**src/rtl/instruction_fetch.sv**
```systemverilog
// Instruction fetch stage: holds the PC, drives a combinational-read instruction
// memory and registers one instruction per cycle toward decode with stall/redirect.
module instruction_fetch #(
    parameter logic [31:0] RESET_PC   = 32'h0000_0000,
    parameter int          IMEM_WORDS = 32,
    parameter logic [31:0] NOP_INSTR  = 32'h0000_0013
) (
    input  logic        clk,
    input  logic        rst,
    output logic        im_en,
    output logic [31:0] im_address,
    input  logic [31:0] im_inst,
    input  logic        redirect,
    input  logic [31:0] redirect_pc,
    input  logic        id_ready,
    output logic        if_valid,
    output logic [31:0] if_instr,
    output logic [31:0] if_pc,
    output logic        fetch_fault,
    output logic        misalign_err
);

    localparam logic [31:0] IMEM_LIMIT = 32'(IMEM_WORDS);

    logic [31:0] pc_reg,       pc_next;
    logic        valid_reg,    valid_next;
    logic [31:0] instr_reg,    instr_next;
    logic [31:0] if_pc_reg,    if_pc_next;
    logic        fault_reg,    fault_next;
    logic        misalign_reg, misalign_next;

    logic [31:0] word_index;
    logic        out_of_range;
    logic        advance;

    assign word_index   = {2'b00, pc_reg[31:2]};
    assign out_of_range = (word_index >= IMEM_LIMIT);
    assign advance      = !valid_reg || id_ready;

    always_comb begin
        pc_next       = pc_reg;
        valid_next    = valid_reg;
        instr_next    = instr_reg;
        if_pc_next    = if_pc_reg;
        fault_next    = 1'b0;
        misalign_next = 1'b0;
        if (redirect) begin
            // The low address bits are dropped; the error pulse reports that they were set.
            pc_next       = {redirect_pc[31:2], 2'b00};
            valid_next    = 1'b0;
            instr_next    = NOP_INSTR;
            misalign_next = (redirect_pc[1:0] != 2'b00);
        end else if (advance) begin
            if_pc_next = pc_reg;
            valid_next = 1'b1;
            pc_next    = pc_reg + 32'd4;
            if (out_of_range) begin
                instr_next = NOP_INSTR;
                fault_next = 1'b1;
            end else begin
                instr_next = im_inst;
            end
        end
    end

    always_ff @(posedge clk) begin
        if (rst) begin
            pc_reg       <= RESET_PC;
            valid_reg    <= 1'b0;
            instr_reg    <= NOP_INSTR;
            if_pc_reg    <= RESET_PC;
            fault_reg    <= 1'b0;
            misalign_reg <= 1'b0;
        end else begin
            pc_reg       <= pc_next;
            valid_reg    <= valid_next;
            instr_reg    <= instr_next;
            if_pc_reg    <= if_pc_next;
            fault_reg    <= fault_next;
            misalign_reg <= misalign_next;
        end
    end

    assign im_en        = !rst;
    assign im_address   = word_index;
    assign if_valid     = valid_reg;
    assign if_instr     = instr_reg;
    assign if_pc        = if_pc_reg;
    assign fetch_fault  = fault_reg;
    assign misalign_err = misalign_reg;

endmodule

```
**config.mk**
```make
export PLATFORM = sky130hd
export DESIGN_NAME = instruction_fetch
export DESIGN_NICKNAME = d
export VERILOG_FILES = /design/src/rtl/instruction_fetch.sv
export SDC_FILE = /design/constraint.sdc
export NUM_CORES = 1
export LEC_CHECK = 0
export BUFFER_PORTS_ARGS = -buffer_cell sky130_fd_sc_hd__buf_2
export CAP_MARGIN = 20
export CORE_MARGIN = 5
export CORE_UTILIZATION = 40
export CTS_CLUSTER_DIAMETER = 120
export DETAILED_ROUTE_END_ITERATION = 7
export MAX_ROUTING_LAYER = met4
export PLACE_DENSITY = 0.68
export SLEW_MARGIN = 10
export SYNTH_ARGS = -nofsm -noshare
export SYNTH_HDL_FRONTEND = slang
export SYNTH_SLANG_ARGS = --single-unit
```
**constraint.sdc**
```tcl
create_clock -name clk -period 2.3 [get_ports clk]
set_input_delay 0.115 -clock clk [delete_from_list [all_inputs] [get_ports clk]]
set_output_delay 0.115 -clock clk [all_outputs]
set_load 0.01 [all_outputs]
```
==> flow_summary.ini <==
[synthesis]
synthArstFlopShare = 0
synth_edf_count = 0
synth_cell_type_count = 39
synth_cells = 522
ys_ff_latch = 95
synth-seq-area-share = 0.456
ys_warn_count = 0
synth_ff_type = dfxtp_1
avgSynthCellArea_um2 = 7.99
syn_area_um2 = 4170

[timing]
slew_headroom = 0.523
grt_setup_unrepaired = no
finalCriticalPeriod_ns = 1.96
finClkSkew_ns = 0.00976
holdWs_ns = 0.0147
max_slew.worst_pin.slew_ns = 0.716
fmax_mhz = 510
drv_slew = 0
finalSetupTns_ns = 0
hold_viol_final = 0
finalSetupViolCount = 0
min_period_over_period = 0.852

[clock_tree]
cts_hold_buffers = 31
cts_sinks = 95
clk_pin_slew_ns = 0.09
cts_tree = yes
post_cts_buffers = 0
cts_resized = 0
worstSkewPairLatency_ns = 0.36
clockRootBuffer = clkbuf_8
cts_max_level = 3
cts_buffers = 9
clockBufferDepth = 2

[power]
p_total_uw = 3310
worst_ir_drop_vdd_v = 0.000232
leakagePower_uw = 0.00249
power_density_nw_per_um2 = 591

[die]
initial_core_util = 0.408
dieWidth_um = 112
placementRows = 37
coreArea_um2 = 10200
dieArea_um2 = 12600
io_pins = 168
die_h_um = 112

[routing]
vias = 4283
routed_via_density = 5.09
final_antenna_net_count = 0
drt_iter0_markers = 247
finalWirelength_um = 12900
dr.pass1.iters = 8
wl_per_cell_um = 15.4
route.detailed.drc = 4

[finish]
nets = 772
drive_above_1_share = 0.288
final_cells = 842
n_fill_cell = 956
stdcell_area_um2 = 5590
multi_input_area_um2 = 2010
seqCellArea_um2 = 1900
largest_reg_flops = 32
n_antenna_cell = 0
area_growth_pct = 34.1

[critical_path]
crit_arrival_ns = 2.24
r2r-start = pc_reg[27]
required_ns = 2.58
ff2ff_path_depth = 6
crit_start = pc_reg[27]
reg2reg_setup_slack_ns = 0.34
cp_max_fo = 21
worst-setup-path-type = register to register
cp-start-kind = register
setup.worst_path.end_class = register
timing.rr.end = if_instr[8]

[min_path]
hp-start = redirect_pc[8]
hold_class = input pin to register
min_to = pc_reg[8]
holdPathStages = 3

[global_route]
grt_usage = 0.211
grt_pass1_vias = 4377
grt_pass1_wl_um = 21100
grt_overflow = 0
grt_max_degree = 43
grt_antenna_before_repair = 0

[place]
numPortBuffers = 163
dp_hpwl_um = 9010
dpl-instance-area_um2 = 5090
dp.cells = 796
finalWeightedCongestion = 0.860

[run_status]
failed_checks = design-rule violations
status = complete, but fails checks

[run]
max_cap_violations = 0
## worst max path at each step
stage / to / slack [ns] / cells past startpoint
6_report: if_instr[8] / 0.34 / 6
5_1_grt: if_instr[8] / 0.20 / 6
4_1_cts: pc_reg[30] / 0.36 / 5
3_5_place_dp: pc_reg[26] / 0.42 / 5
3_3_place_gp: if_instr[11] / 0.46 / 6
2_1_floorplan: pc_reg[22] / 0.59 / 6
## through the flow
stage	setup slack, ns	utilization
2_1_floorplan	0.586	-
3_3_place_gp	0.459	0.498
3_5_place_dp	0.416	0.498
4_1_cts	0.362	0.547
5_1_grt	0.201	0.547
6_report	0.340	0.547
## worst max-delay path: stages (launching register included)
cell and delay, ns:
dfxtp_1 0.39, nor4_1 0.43, nand4_1 0.28, nor2_2 0.19, buf_4 0.26, nand3_1 0.12, a21oi_1 0.21
## routing by layer
layer	global-route usage	wire length (um)
met5	-	0
met2	0.329	6010
met4	0.0881	400
met3	0.0582	1150
met1	0.259	5370
## report_power, final
| group | switching, uW | total (uW) | internal (uW) |
|---|---|---|---|
| logic | 234 | 438 | 204 |
| registers | 73.0 | 1780 | 1700 |
| clock network | 564 | 1090 | 528 |
| total | 872 | 3310 | 2440 |
## Yosys cell counts (2+ instances only)
cell / count / area share
xnor2_1: 17 / 0.036
nand2b_1: 3 / 0.0045
nor2b_1: 2 / 0.0030
buf_2: 5 / 0.0060
inv_1: 24 / 0.022
mux2i_1: 6 / 0.014
o21ai_0: 3 / 0.0036
a21oi_1: 81 / 0.097
o22ai_1: 2 / 0.0030
and4_1: 4 / 0.0084
xor2_1: 10 / 0.021
buf_1: 3 / 0.0027
nand3_1: 35 / 0.042
buf_4: 4 / 0.0072
o21a_1: 18 / 0.032
ha_1: 2 / 0.0060
clkbuf_1: 28 / 0.025
nor2_1: 18 / 0.016
nand2_1: 103 / 0.093
nand4_1: 13 / 0.019
dfxtp_1: 95 / 0.46
and2_1: 6 / 0.0090
nand3_2: 2 / 0.0048
and3_1: 5 / 0.0075
nor3_1: 9 / 0.011
nor4_1: 8 / 0.012
nor4_2: 4 / 0.012
## cells by family after synthesis
| family | count (synthesis) | share of synthesized area |
|---|---|---|
| DFF | 95 | 0.456 |
| adders and majority gates | 2 | 0.00600 |
| xor gates and xnor gates | 27 | 0.0567 |
| and+or+nand+nor | 216 | 0.254 |
| buffers and inverters | 67 | 0.0675 |
| muxes | 6 | 0.0144 |
| AOI/OAI and AO/OA | 108 | 0.145 |
| other | 1 | 0.000899 |
## cell usage in the layout, fill, tap and decap left out, types with 2 or more instances in the layout
cell type,instances
nor2_1,16
inv_1,24
mux2i_1,6
o21ai_0,3
dlygate4sd3_1,31
o22ai_1,2
nor4_2,4
conb_1,4
and4_1,4
nand3_1,35
nand2b_1,3
xnor2_1,17
and2_1,6
dfxtp_1,95
clkbuf_1,2
xor2_1,10
buf_4,14
ha_1,2
nor2_2,2
nor3_1,9
and3_1,5
o21a_1,18
buf_2,163
clkbuf_8,10
nand3_2,2
a21oi_1,81
nand2_1,103
nand4_1,13
nor4_1,8
## final cells by class
cell class / count / share of cell area
inverter: 25 / 0.0168
clock buffer: 12 / 0.0259
timing repair buffer: 208 / 0.220
tap: 136 / 0.0304
sequential: 95 / 0.340
multi-input combinational: 363 / 0.359
clock inverter: 3 / 0.00783
Note: power is estimated with default switching activity, not from simulation.
